### src/rtl/fpu_seq.sv
// Control sequencer for the FPU add/sub/multiply datapath: load, align, ALU op, normalize,
// with multiplies handed off to the multiplier through a start/done handshake.
module fpu_seq #(
  parameter int unsigned MANT_W       = 24,
  parameter int unsigned MULT_TIMEOUT = 64
) (
  input  logic       clock,
  input  logic       reset,
  input  logic       start,
  input  logic [1:0] op,
  input  logic       signOfMaiorExp,
  input  logic       signOfMenorExp,
  input  logic [7:0] expDiff,
  input  logic       carry_out,
  input  logic       msb,
  input  logic       res_zero,
  input  logic       done_mult,
  output logic       load_regs,
  output logic       align_shift,
  output logic [1:0] ula_cmd,
  output logic       res_load,
  output logic       norm_right,
  output logic       norm_left,
  output logic       start_mult,
  output logic       busy,
  output logic       done,
  output logic       zero_res,
  output logic       error
);

  localparam int unsigned AlignMax = MANT_W + 1;
  localparam int unsigned NormMax  = MANT_W - 1;
  localparam int unsigned CntMax   = (MULT_TIMEOUT > AlignMax) ? MULT_TIMEOUT : AlignMax;
  localparam int unsigned CntW     = $clog2(CntMax + 1);

  typedef enum logic [2:0] {
    StIdle,
    StLoad,
    StAlign,
    StOp,
    StNorm,
    StMwait,
    StDone
  } state_e;

  state_e          state_q;
  logic [CntW-1:0] cnt_q;
  logic            op_sub_q;
  logic            zero_q;
  logic            error_q;

  logic [CntW-1:0] cnt_inc;
  logic [CntW-1:0] align_lim;
  logic            eff_sub;

  assign cnt_inc = cnt_q + CntW'(1);

  // Large exponent differences saturate: MANT_W+1 shifts already flush the smaller mantissa.
  always_comb begin
    align_lim = CntW'(AlignMax);
    if (32'(expDiff) < AlignMax) begin
      align_lim = CntW'(expDiff);
    end
  end

  // Signs come from the swapped operand registers, so they are read live in OP.
  assign eff_sub = (signOfMaiorExp ^ signOfMenorExp) ^ op_sub_q;

  always_ff @(posedge clock) begin
    if (reset) begin
      state_q  <= StIdle;
      cnt_q    <= '0;
      op_sub_q <= 1'b0;
      zero_q   <= 1'b0;
      error_q  <= 1'b0;
    end else begin
      unique case (state_q)
        StIdle: begin
          if (start) begin
            op_sub_q <= (op == 2'b01);
            cnt_q    <= '0;
            zero_q   <= 1'b0;
            error_q  <= 1'b0;
            unique case (op)
              2'b00, 2'b01: state_q <= StLoad;
              2'b10:        state_q <= StMwait;
              default: begin
                error_q <= 1'b1;
                state_q <= StDone;
              end
            endcase
          end
        end
        StLoad: begin
          cnt_q <= '0;
          if (expDiff == 8'd0) begin
            state_q <= StOp;
          end else begin
            state_q <= StAlign;
          end
        end
        StAlign: begin
          cnt_q <= cnt_inc;
          if (cnt_inc == align_lim) begin
            state_q <= StOp;
          end
        end
        StOp: begin
          cnt_q   <= '0;
          state_q <= StNorm;
        end
        StNorm: begin
          if (carry_out) begin
            state_q <= StDone;
          end else if (res_zero) begin
            zero_q  <= 1'b1;
            state_q <= StDone;
          end else if (msb) begin
            state_q <= StDone;
          end else begin
            cnt_q <= cnt_inc;
            if (cnt_inc == CntW'(NormMax)) begin
              state_q <= StDone;
            end
          end
        end
        StMwait: begin
          cnt_q <= cnt_inc;
          if (done_mult) begin
            state_q <= StDone;
          end else if (cnt_inc == CntW'(MULT_TIMEOUT)) begin
            error_q <= 1'b1;
            state_q <= StDone;
          end
        end
        StDone: begin
          state_q <= StIdle;
        end
        default: begin
          state_q <= StIdle;
        end
      endcase
    end
  end

  always_comb begin
    ula_cmd = 2'b00;
    if (state_q == StOp) begin
      ula_cmd = eff_sub ? 2'b10 : 2'b01;
    end
  end

  assign load_regs   = (state_q == StLoad);
  assign align_shift = (state_q == StAlign);
  assign res_load    = (state_q == StOp);
  assign norm_right  = (state_q == StNorm) && carry_out;
  assign norm_left   = (state_q == StNorm) && !carry_out && !res_zero && !msb;
  assign start_mult  = (state_q == StMwait) && (cnt_q == '0);
  assign busy        = (state_q != StIdle);
  assign done        = (state_q == StDone);
  assign zero_res    = zero_q;
  assign error       = error_q;

endmodule

### config.mk
export PLATFORM = sky130hd
export DESIGN_NAME = fpu_seq
export DESIGN_NICKNAME = d
export VERILOG_FILES = /design/src/rtl/fpu_seq.sv
export SDC_FILE = /design/constraint.sdc
export NUM_CORES = 1
export LEC_CHECK = 0
export BUFFER_PORTS_ARGS = -buffer_cell sky130_fd_sc_hd__buf_2
export CAP_MARGIN = 20
export CORE_MARGIN = 2
export CORE_UTILIZATION = 30
export CTS_CLUSTER_DIAMETER = 80
export DETAILED_ROUTE_END_ITERATION = 12
export PLACE_DENSITY = 0.48
export REMOVE_ABC_BUFFERS = 1
export SETUP_SLACK_MARGIN = 0.3
export SYNTH_ARGS = -nofsm -noshare
export SYNTH_HDL_FRONTEND = slang
export SYNTH_SLANG_ARGS = --single-unit
### constraint.sdc
create_clock -name clock -period 4.6 [get_ports clock]
set_clock_uncertainty 0.15 [all_clocks]
set_input_delay 0.23 -clock clock [delete_from_list [all_inputs] [get_ports clock]]
set_output_delay 0.23 -clock clock [all_outputs]
set_load 0.05 [all_outputs]
==> qor.log, run 1 <==
[run_status] outcome completed
[clock_network] number of H-tree levels 1
[floorplanning] site row count 22
[placed_design] number of buffers inserted by port buffering 30
[floorplanning] I/O pin total 31
[routing] Highest Signal Layer met4
[worst_setup_path] start-to-end type of the worst setup path reg2reg
[worst_setup_path] list of cells traversed by the critical path inv_2 -> ha_1 -> nor4b_1 -> mux2i_1 -> o32ai_2 -> o211ai_1 -> a211oi_2
[grt] number of global-route vias before repair 1159
[sta] fmax 472.9 MHz
[floorplanning] width of the chip 66.52 microns
[synth] count of state elements after synthesis 13
[worst_hold_path] class of the worst hold path in2reg
[placed_design] cell area after placement 0.001331 sq mm
[power_and_ir_drop] Power Total 512.2 uW
[clock_network] buffers from clock root to sink, at most 2
[clock_network] postcts setup bufs 0
[power_and_ir_drop] Pwr Density 372.1 mW/mm^2
[grt] initial antenna violation count 0
[sta] final-layout setup total negative slack 0 ns
[sta] hold violation count in the final report 0
[worst_setup_path] cell with the largest stage delay on the worst path sky130_fd_sc_hd__dfxtp_1
[routing] detailed-routed wire length on met2 1598 microns
[sta] final number of setup-violating endpoints 0
[routing] met3 WL 189 microns
[clock_network] Num CTS Buffers 3
[synth] most area-consuming cells after synthesis sky130_fd_sc_hd__dfxtp_1, sky130_fd_sc_hd__a21oi_1, sky130_fd_sc_hd__xnor2_1
[sta] setup repair after global routing missed its margin no
[cells_and_area] final net count 206
[clock_network] clock-pin slew of the registers on the worst-case setup and hold paths 0.06 ns
[worst_setup_path] launching element type of the critical path flip-flop
[synth] most frequently used flop master after synthesis sky130_fd_sc_hd__dfxtp_1
[cells_and_area] top library cells by usage in the layout, fill and taps aside sky130_fd_sc_hd__buf_2, sky130_fd_sc_hd__a21oi_1, sky130_fd_sc_hd__dfxtp_1
[floorplanning] Placeable Area 0.003716 sq mm
[cells_and_area] area growth from synthesis to layout 17.40%
[grt] Total GRT Usage 0.1577
[floorplanning] Die ar. 0.004424 sq mm
[synth] count of cell types in the netlist 49
[placed_design] GP Congestion 0.7579
[routing] Via Count 1264
[synth] gate count of the mapped netlist 158
[synth] netlist area before placement 0.001172 sq mm
[floorplanning] effective utilization at floorplan 0.3155
[synth] most area-hungry cell type in the Yosys netlist sky130_fd_sc_hd__dfxtp_1
[worst_setup_path] critical-path maximum fanout 7
[clock_network] CTS-repair resized insts 0
[grt] total overflow reported by the global router 0
[synth] share of the yosys chip area belonging to registers 0.2220
[worst_setup_path] critical path data arrival time 2.13 ns
[sta] remaining max-slew budget at the tightest pin 0.6188
[routing] final antenna-violating net count 0
[synth] number of synthesized flops with an enable pin 0
[cells_and_area] most common cell after layout, fill and taps aside sky130_fd_sc_hd__buf_2
[cells_and_area] final non-filler cell area 0.001376 sq mm
[grt] wire length of the first global-routing pass 5395 microns
[sta] Slew Viols, Final 0
[clock_network] clock tree from TritonCTS built
[cells_and_area] share of layout cells above drive strength 1 0.2022
[floorplanning] y dimension of the die 66.52 microns
[clock_network] # hold bufs at CTS 0
[worst_setup_path] kind of capture point of the worst setup path flip-flop
[sta] Worst Tran Pin Value 0.5679 ns
[routing] number of DRC violations after detailed-routing iteration 0 88
[clock_network] Clock Tree Root sky130_fd_sc_hd__clkbuf_8
[routing] total wirelength of the detailed-routed design 3275 microns
[clock_network] clock latency at the later pin of the worst-skew pair 0.24 ns
[placed_design] placed wire-length estimate after detailed placement 2505 microns
[routing] number of iterations in the first detailed-routing pass 4
[worst_setup_path] Worst path max stage delay 0.46 ns
[clock_network] clock sinks 13
[routing] detailed-route wire length on metal 1 1470 microns
[power_and_ir_drop] Pleak 0.5552 nW
[worst_setup_path] required arrival time at the worst endpoint 4.62 ns
[routing] count of unresolved DRC violations after routing 0
[routing] DR vias/cell 5.472
[cells_and_area] total inserted antenna cells 0
[synth] warnings from Yosys 0
[grt] maximum number of pins on one net before global-route repair 18
[synth] share of async-settable or async-resettable flops after synthesis 0
[run] number of max-cap violations 0
[synth] Avg Synthesized Cell Area 7.420 sq um
[sta] portion of the clock cycle consumed by the worst path in the final layout 0.4597
[routing] routed wire length per instance 14.18 microns
[sta] time the final worst path needs with I/O delays and setup 2.114 ns
[power_and_ir_drop] peak ir drop on the vdd network 0.0001637 V
[synth] area share of the leading cell type in the synthesized netlist 0.2220
stage by stage:
stage | setup WS, ns | hold slack [ns] | utilization | cells
after floorplan | 2.403 | 0.1446 | - | 149
after detailed placement | 2.527 | 0.3079 | 0.3582 | 227
after CTS | 2.490 | 0.1246 | 0.3704 | 231
after global routing | 2.350 | 0.1292 | 0.3704 | 231
final | 2.486 | 0.1263 | 0.3704 | 231
after global placement | 2.618 | 0.3069 | 0.3582 | 227
layout make-up:
| class | count | area (sq um) |
|---|---|---|
| Fill cell | 410 | 2340 |
| Inverter | 8 | 30.03 |
| Tap cell | 48 | 60.06 |
| Multi-Input combinational cell | 128 | 830.8 |
| Sequential cell | 13 | 260.3 |
| Clock buffer | 4 | 45.04 |
| Timing Repair Buffer | 30 | 150.1 |
cells by family after synthesis:
kind of cell,synth area share
XOR/XNOR,0.05230
adder cells (fa/ha/maj),0.03202
buffers and inverters,0.06937
AO/OA/AOI/OAI,0.2487
AND/OR/NAND/NOR,0.3586
multiplexers,0.01708
flip-flops,0.2220
critical path: cells and delay by family, from the launching register on:
kind / cells / cell delay [ns]
AO/OA/AOI/OAI: 3 / 0.52
flip-flops: 1 / 0.46
adder cells (fa/ha/maj): 1 / 0.39
AND/OR/NAND/NOR: 1 / 0.27
multiplexers: 1 / 0.14
buffers and inverters: 1 / 0.10
synthesized netlist by cell type (3+ instances only):
master / n
sky130_fd_sc_hd__a211oi_1: 3
sky130_fd_sc_hd__a21oi_1: 14
sky130_fd_sc_hd__a31oi_1: 3
sky130_fd_sc_hd__and2_1: 5
sky130_fd_sc_hd__and3_1: 4
sky130_fd_sc_hd__clkbuf_1: 5
sky130_fd_sc_hd__dfxtp_1: 13
sky130_fd_sc_hd__ha_1: 3
sky130_fd_sc_hd__inv_1: 7
sky130_fd_sc_hd__nand2_1: 10
sky130_fd_sc_hd__nand2b_1: 5
sky130_fd_sc_hd__nand3_1: 3
sky130_fd_sc_hd__nand4_1: 4
sky130_fd_sc_hd__nand4b_1: 4
sky130_fd_sc_hd__nor2_1: 11
sky130_fd_sc_hd__nor2b_1: 4
sky130_fd_sc_hd__nor3_1: 7
sky130_fd_sc_hd__nor4_1: 3
sky130_fd_sc_hd__o21ai_0: 7
sky130_fd_sc_hd__xnor2_1: 5
routing by layer:
layer  global-route usage  vias to the layer above
met5                    0                        -
met4              0.03827                        0
met3              0.02703                        2
met2               0.2750                       37
met1               0.2004                      586
li1                     -                      639
registers in the layout, summed over array words and instances, names as in the netlist:
name and cells:
cnt_q 7, error 1, zero_res 1, state_q 3, op_sub_q 1
report_power, final:
| group | switching, mW | internal [mW] | total, mW | leakage (nW) |
|---|---|---|---|---|
| Sequential | 0.0350 | 0.128 | 0.163 | 0.106 |
| Clock | 0.0438 | 0.0612 | 0.105 | 0.0228 |
| Combinational | 0.169 | 0.0756 | 0.244 | 0.427 |
path summary, 6_finish.rpt:
check	from	to	slack [ns]	cells after the start
max reg2reg	cnt_q[0]	state_q[0]	2.49	7
min	op[0]	op_sub_q	0.13	3
min reg2reg	op_sub_q	op_sub_q	0.31	2
max	cnt_q[0]	state_q[0]	2.49	7
(Power assumes the default switching activity.)
==> run 2, diff against run 1 <==
Settings changed: ABC_AREA set to 1, PLACE_DENSITY 0.48 to 0.5.
Clock period 4.6 ns to 1.9 ns, I/O delays scaled along.
==> run 2 against run 1 <==
Sequential power rose to 2.6 times the previous value; register-to-register slack worse by 2.3 ns; total power rose to 4.4 times the previous value; area after synthesis up 4.6%; first-iteration DRC count down 39%; final area up 40%; wire length up 11%; core utilization up 11 points; fmax up 23%; synthesized cell count up 30%; sequential share of layout area down 4.0 points; via count up 13%; critical path type unchanged; critical endpoint is now state_q[1]; largest cell class unchanged; largest power group unchanged; highest routed layer unchanged.
==> qor.log, run 2 <==
[run_status] outcome completed
[synth] most frequently used flop master after synthesis sky130_fd_sc_hd__dfxtp_1
[power_and_ir_drop] Pwr Density 1158 mW/mm^2
[synth] count of cell types in the netlist 27
[clock_network] clock tree from TritonCTS built
[sta] final number of setup-violating endpoints 0
[sta] Slew Viols, Final 0
[synth] post-synthesis simple-gate area fraction 0.4867
[grt] wire length of the first global-routing pass 5713 microns
[placed_design] DP Cell Count 288
[synth] most area-consuming cells after synthesis sky130_fd_sc_hd__dfxtp_1, sky130_fd_sc_hd__nand2_1, sky130_fd_sc_hd__inv_1
[floorplanning] site row count 23
[grt] initial antenna violation count 0
[synth] Avg Synthesized Cell Area 5.981 sq um
[routing] total wirelength of the detailed-routed design 3636 microns
[synth] dominant cell by count in the synthesized netlist sky130_fd_sc_hd__nand2_1
[cells_and_area] top library cells by usage in the layout, fill and taps aside sky130_fd_sc_hd__nand2_1, sky130_fd_sc_hd__inv_1, sky130_fd_sc_hd__buf_2
[sta] remaining max-slew budget at the tightest pin 0.7627
[placed_design] cell area after placement 0.001465 sq mm
[sta] WHS 0.01527 ns
[cells_and_area] Largest Register cnt_q
[floorplanning] y dimension of the die 67.93 microns
[worst_hold_path] Min-Delay Startpoint op[1]
[sta] time the final worst path needs with I/O delays and setup 1.713 ns
[worst_setup_path] setup slack, reg-to-reg 0.19 ns
[clock_network] clock sinks 13
[worst_hold_path] class of the worst hold path in2reg
[placed_design] GP Congestion 0.7944
[worst_setup_path] critical-path maximum fanout 5
[floorplanning] effective utilization at floorplan 0.3088
[worst_setup_path] launching element type of the critical path flip-flop
[synth] largest family of logic cells by synthesized area simple AND/OR/NAND/NOR gates
[synth] most area-hungry cell type in the Yosys netlist sky130_fd_sc_hd__dfxtp_1
[routing] DR vias/cell 4.638
[worst_setup_path] critical path data arrival time 1.70 ns
[grt] number of global-route vias before repair 1229
[synth] fraction of synthesized cell area in xor and xnor cells 0.01429
[grt] total overflow reported by the global router 0
[power_and_ir_drop] switching component of the power 1.141 mW
[worst_setup_path] family with the most delay on the worst path simple AND/OR/NAND/NOR gates
[synth] gate count of the mapped netlist 205
[worst_hold_path] cell count of the worst hold path 4
[floorplanning] width of the chip 67.93 microns
[synth] share of async-settable or async-resettable flops after synthesis 0
[synth] count of state elements after synthesis 13
[floorplanning] Die ar. 0.004614 sq mm
[routing] number of iterations in the first detailed-routing pass 4
[worst_setup_path] Worst R2R Start cnt_q[0]
[worst_setup_path] end of the worst register-to-register path state_q[1]
[cells_and_area] most common cell after layout, fill and taps aside sky130_fd_sc_hd__nand2_1
[clock_network] Num CTS Buffers 3
[power_and_ir_drop] Pleak 0.9043 nW
[cells_and_area] area growth from synthesis to layout 56.94%
[synth] share of the yosys chip area belonging to registers 0.2122
[clock_network] clock-pin slew of the registers on the worst-case setup and hold paths 0.06 ns
[placed_design] number of buffers inserted by port buffering 30
[worst_setup_path] critical path startpoint cnt_q[0]
[clock_network] Clock Tree Root sky130_fd_sc_hd__clkbuf_8
[synth] number of synthesized flops with an enable pin 0
[sta] Worst Tran Pin Value 0.3560 ns
[routing] Via Count 1433
[sta] portion of the clock cycle consumed by the worst path in the final layout 0.9018
[cells_and_area] number of flip-flops in the largest register 7
[worst_hold_path] capture endpoint of the worst hold path op_sub_q
[synth] netlist area before placement 0.001226 sq mm
[clock_network] buffers from clock root to sink, at most 2
[synth] warnings from Yosys 0
[cells_and_area] total inserted antenna cells 0
[power_and_ir_drop] Comb pwr share 0.701
[cells_and_area] final net count 282
[routing] count of unresolved DRC violations after routing 0
[routing] final antenna-violating net count 0
[worst_setup_path] list of cells traversed by the critical path buf_6 -> buf_4 -> nand3_1 -> nand2_1 -> nand2_2 -> nor2_1 -> a21oi_2 -> nor2_4 -> nand2_1 -> o21ai_1 -> inv_1
[routing] number of DRC violations after detailed-routing iteration 0 54
[worst_setup_path] reg2reg path depth 11
[worst_setup_path] number of buffers and inverters on the critical path 3
[placed_design] placed wire-length estimate after detailed placement 2494 microns
[worst_setup_path] cell with the largest stage delay on the worst path sky130_fd_sc_hd__dfxtp_4
[run] number of max-cap violations 0
[cells_and_area] share of layout cells above drive strength 1 0.4788
[routing] routed wire length per instance 11.77 microns
[sta] fmax 583.6 MHz
[power_and_ir_drop] Int Pwr 1.088 mW
[sta] setup repair after global routing missed its margin yes
[worst_setup_path] Worst path max stage delay 0.36 ns
[synth] Commonest cells post-synth sky130_fd_sc_hd__nand2_1, sky130_fd_sc_hd__inv_1, sky130_fd_sc_hd__nor2_1
[grt] Total GRT Usage 0.1648
[worst_setup_path] required arrival time at the worst endpoint 1.89 ns
[worst_setup_path] Critical Path Most Common Cell sky130_fd_sc_hd__nand2_1
[power_and_ir_drop] peak ir drop on the vdd network 0.0009405 V
[synth] share of the synthesized area in compound gates (AO/OA/AOI/OAI) 0.1194
[synth] adder and majority gate portion of the synthesized area 0.03061
[power_and_ir_drop] clock power share 0.111
[clock_network] clock latency at the later pin of the worst-skew pair 0.24 ns
[power_and_ir_drop] switching share of power 0.5119
[cells_and_area] biggest registers after layout cnt_q (7), state_q (3)
[worst_setup_path] kind of capture point of the worst setup path flip-flop
[synth] multiplexer area fraction after synthesis 0
[power_and_ir_drop] share of power burned in registers 0.188
[grt] maximum number of pins on one net before global-route repair 14
[cells_and_area] count of placed standard cells in the final layout, fillers left out 309
[floorplanning] Placeable Area 0.003971 sq mm
[sta] hold violation count in the final report 0
[synth] area share of the leading cell type in the synthesized netlist 0.2122
[cells_and_area] utilization after layout 0.4846
[worst_setup_path] start-to-end type of the worst setup path reg2reg
[clock_network] number of H-tree levels 1
[floorplanning] I/O pin total 31
[cells_and_area] final non-filler cell area 0.001924 sq mm
## run 2: final cells by class
type	instances	area (sq um)
Inverter	39	153.9
Fill cell	415	2047
Clock buffer	4	45.04
Multi-Input combinational cell	150	989.7
Timing Repair Buffer	53	385.4
Tap cell	50	62.56
Sequential cell	13	287.8
## run 2: timing repair
item / CTS / global route
setup buffers: 9 / 7
resized for setup: 42 / 43
hold buffers: 1 / 0
setup endpoints to repair: 17 / 17
pin swaps: 14 / 23
endpoints found under the hold margin: 1 / 0
## run 2: per-layer routing
layer / track usage / part of all wire / up-vias
met5: 0 / 0 / -
met4: 0.06250 / 0.014 / 0
met3: 0.02467 / 0.033 / 4
met2: 0.2500 / 0.49 / 26
met1: 0.2334 / 0.46 / 647
li1: - / - / 756
## run 2: logic make-up after synthesis
logic type | count (synthesis)
AND/OR/NAND/NOR | 124
buffers and inverters | 42
AO/OA/AOI/OAI | 21
flip-flops | 13
adder cells (fa/ha/maj) | 3
XOR/XNOR | 2
## run 2: tightest hold or removal path, cell delays in order
cell                      delay [ns]
sky130_fd_sc_hd__buf_2          0.09
sky130_fd_sc_hd__inv_1          0.05
sky130_fd_sc_hd__nand3_1        0.07
sky130_fd_sc_hd__a21oi_1        0.05
## run 2: how the worst max path moves through the flow
stage                            end  slack, ns  depth (start not counted)
after floorplan           ula_cmd[0]      -0.91                          4
after global placement    state_q[1]       0.07                         12
after detailed placement  state_q[1]       0.08                         12
after CTS                 state_q[1]       0.15                         13
after global routing      state_q[1]       0.06                         11
final                     state_q[1]       0.19                         11
## run 2: power groups by stage
stage	sequential, mW	clock [mW]	combinational [mW]
finish	0.418	0.248	1.56
global placement	0.397	0	1.12
floorplan	0.431	0	0.773
detailed placement	0.396	0	1.11
CTS	0.402	0.254	1.32
global route	0.428	0.277	1.69
## run 2: metrics by stage
step	power (mW)	setup slack, ns	TNS [ns]
2_1_floorplan	1.204	-0.9070	-3.484
3_3_place_gp	1.520	0.07221	0
3_5_place_dp	1.511	0.08294	0
4_1_cts	1.978	0.1481	0
5_1_grt	2.390	0.05522	0
6_report	2.228	0.1865	0
==> run 3, diff against run 2 <==
Settings changed: BUFFER_PORTS_ARGS -buffer_cell sky130_fd_sc_hd__buf_2 to -buffer_cell sky130_fd_sc_hd__buf_4, SKIP_CTS_REPAIR_TIMING set to 1.
==> run 3 against run 2 <==
Non-clock buffer count decreased by 12; flip-flop and latch count unchanged; critical path depth increased by 2; first-iteration DRC count increased by 13%; total power decreased by 10%; final cell count decreased by 3.9%; clock power increased by 4%; final area decreased by 8.2%; wire length decreased by 6.6%; worst setup slack got worse by 0.058 ns; sequential power increased by 2%; global-route usage decreased by 1.2 points; critical path type unchanged; critical endpoint unchanged; largest cell class unchanged; largest power group unchanged.
==> qor.log, run 3 (synthesized netlist as in run 2, its figures left out) <==
[sta] portion of the clock cycle consumed by the worst path in the final layout 0.9325
[power_and_ir_drop] peak ir drop on the vdd network 0.0008180 V
[placed_design] DP Worst Slack 0.09530 ns
[cells_and_area] most common cell after layout, fill and taps aside sky130_fd_sc_hd__nand2_1
[grt] initial antenna violation count 0
[floorplanning] effective utilization at floorplan 0.3088
[cells_and_area] number of fill cells in the layout 423
[cells_and_area] biggest registers after layout cnt_q (7), state_q (3)
[cells_and_area] multi-input combinational cell area 897.1 sq um
[power_and_ir_drop] Power Total 1.996 mW
[cells_and_area] area growth from synthesis to layout 44.08%
[cells_and_area] final net count 270
[routing] Via Count 1369
[worst_setup_path] Worst path max stage delay 0.41 ns
[worst_setup_path] required arrival time at the worst endpoint 1.89 ns
[worst_setup_path] reg2reg path depth 13
[sta] remaining max-slew budget at the tightest pin 0.8232
[placed_design] number of buffers inserted by port buffering 30
[grt] total overflow reported by the global router 0
[floorplanning] site row count 23
[clock_network] clock-pin slew of the registers on the worst-case setup and hold paths 0.06 ns
[worst_setup_path] kind of capture point of the worst setup path flip-flop
[floorplanning] y dimension of the die 67.93 microns
[worst_setup_path] list of cells traversed by the critical path nand2_1 -> inv_1 -> nand3_2 -> nand2_1 -> nand2_2 -> nor2_1 -> nand2_1 -> nand2_1 -> nand2_2 -> nor2_4 -> nand2_1 -> o21ai_1 -> inv_1
[worst_setup_path] end of the worst register-to-register path state_q[1]
[power_and_ir_drop] Pwr Density 1130 mW/mm^2
[routing] detailed-route wire length on metal 1 1694 microns
[cells_and_area] share of layout cells above drive strength 1 0.3927
[routing] DR vias/cell 4.609
[clock_network] Clock Tree Root sky130_fd_sc_hd__clkbuf_8
[sta] Worst Tran Pin Value 0.2646 ns
[floorplanning] Placeable Area 0.003971 sq mm
[worst_setup_path] critical path data arrival time 1.77 ns
[placed_design] GP Congestion 0.8014
[sta] final number of setup-violating endpoints 0
[clock_network] clock sinks 13
[sta] setup repair after global routing missed its margin yes
[cells_and_area] sequential cell area 282.8 sq um
[clock_network] buffers from clock root to sink, at most 2
[run_status] outcome completed
[routing] detailed-routed wire length on met2 1479 microns
[grt] Total GRT Usage 0.1523
[floorplanning] width of the chip 67.93 microns
[worst_hold_path] capture endpoint of the worst hold path op_sub_q
[sta] Slew Viols, Final 0
[grt] maximum number of pins on one net before global-route repair 14
[routing] routed wire length per instance 11.43 microns
[cells_and_area] utilization after layout 0.4449
[cells_and_area] top library cells by usage in the layout, fill and taps aside sky130_fd_sc_hd__nand2_1, sky130_fd_sc_hd__buf_4, sky130_fd_sc_hd__inv_1
[worst_hold_path] class of the worst hold path in2reg
[sta] min setup slack post-route 0.1283 ns
[worst_setup_path] Critical Path Most Common Cell sky130_fd_sc_hd__nand2_1
[cells_and_area] total inserted antenna cells 0
[sta] fmax 564.4 MHz
[cells_and_area] number of flip-flops in the largest register 7
[routing] met3 WL 143 microns
[worst_setup_path] cell with the largest stage delay on the worst path sky130_fd_sc_hd__dfxtp_2
[sta] time the final worst path needs with I/O delays and setup 1.772 ns
[clock_network] number of H-tree levels 1
[worst_hold_path] Min-Delay Startpoint op[1]
[clock_network] Num CTS Buffers 3
[worst_setup_path] launching element type of the critical path flip-flop
[placed_design] DP Cell Count 289
[routing] Highest Signal Layer met4
[placed_design] placed wire-length estimate after detailed placement 2548 microns
[worst_hold_path] cell count of the worst hold path 4
[routing] number of iterations in the first detailed-routing pass 4
[worst_setup_path] Worst R2R Start cnt_q[3]
[grt] number of global-route vias before repair 1157
[routing] final antenna-violating net count 0
[placed_design] cell area after placement 0.001548 sq mm
[routing] total wirelength of the detailed-routed design 3396 microns
[clock_network] clock latency at the later pin of the worst-skew pair 0.25 ns
[run] number of max-cap violations 0
[cells_and_area] count of placed standard cells in the final layout, fillers left out 297
[worst_setup_path] start-to-end type of the worst setup path reg2reg
[worst_setup_path] critical-path maximum fanout 8
[floorplanning] Die ar. 0.004614 sq mm
[sta] hold violation count in the final report 0
[power_and_ir_drop] Pleak 0.8373 nW
[cells_and_area] Largest Register cnt_q
[routing] count of unresolved DRC violations after routing 0
[floorplanning] I/O pin total 31
[clock_network] clock tree from TritonCTS built
[worst_setup_path] setup slack, reg-to-reg 0.13 ns
[cells_and_area] final non-filler cell area 0.001767 sq mm
[grt] wire length of the first global-routing pass 5285 microns
[routing] number of DRC violations after detailed-routing iteration 0 61
==> run 3: cell count changes in the layout (fill, tap and decap cells not counted), moves of 2 or more <==
| cell | delta |
|---|---|
| sky130_fd_sc_hd__a21oi_2 | -4 |
| sky130_fd_sc_hd__dfxtp_2 | +2 |
| sky130_fd_sc_hd__nand2_1 | +3 |
| sky130_fd_sc_hd__a21oi_1 | +4 |
| sky130_fd_sc_hd__nor2_2 | -5 |
| sky130_fd_sc_hd__buf_2 | -24 |
| sky130_fd_sc_hd__dfxtp_4 | -2 |
| sky130_fd_sc_hd__buf_6 | -8 |
| sky130_fd_sc_hd__nor2_1 | +5 |
| sky130_fd_sc_hd__buf_4 | +19 |
==> run 3: stage by stage <==
step                      setup TNS, ns  hold WS, ns
after global placement                0       0.2366
after detailed placement              0       0.2379
after floorplan                  -3.484     0.007445
after CTS                             0     -0.02397
final                                 0     0.002783
after global routing          -0.009471      0.01977
==> run 3: worst max path at each step <==
stage / startpoint / to / slack (ns) / cells past startpoint
6_report: cnt_q[3] / state_q[1] / 0.13 / 13
5_1_grt: cnt_q[1] / state_q[1] / -0.009 / 14
4_1_cts: state_q[2] / start_mult / 0.01 / 7
3_5_place_dp: cnt_q[2] / state_q[1] / 0.1 / 14
3_3_place_gp: cnt_q[4] / state_q[1] / 0.09 / 11
2_1_floorplan: state_q[0] / ula_cmd[0] / -0.91 / 4
==> run 3: critical path, delay by kind of cell (launching register included) <==
| family | cells | cell delay (ns) |
|---|---|---|
| buf+inv | 2 | 0.14 |
| flops | 1 | 0.41 |
| compound gates | 1 | 0.12 |
| simple gates | 10 | 0.84 |
==> run 3: area by class of cell <==
| type | count | share of cell area |
|---|---|---|
| Clock buffer | 4 | 0.02550 |
| Inverter | 39 | 0.08569 |
| Multi-Input combinational cell | 150 | 0.5078 |
| Sequential cell | 13 | 0.1601 |
| Tap cell | 50 | 0.03541 |
| Timing Repair Buffer | 41 | 0.1856 |
==> run 3: where the power goes <==
group          switching (mW)  internal (mW)
Clock                   0.109          0.148
Combinational           0.837          0.475
Sequential             0.0854          0.341
==> run 3: metal layers <==
metal | track usage | vias up
li1 | - | 733
met1 | 0.2260 | 592
met2 | 0.2136 | 37
met3 | 0.01809 | 7
met4 | 0.07500 | 0
met5 | 0 | -
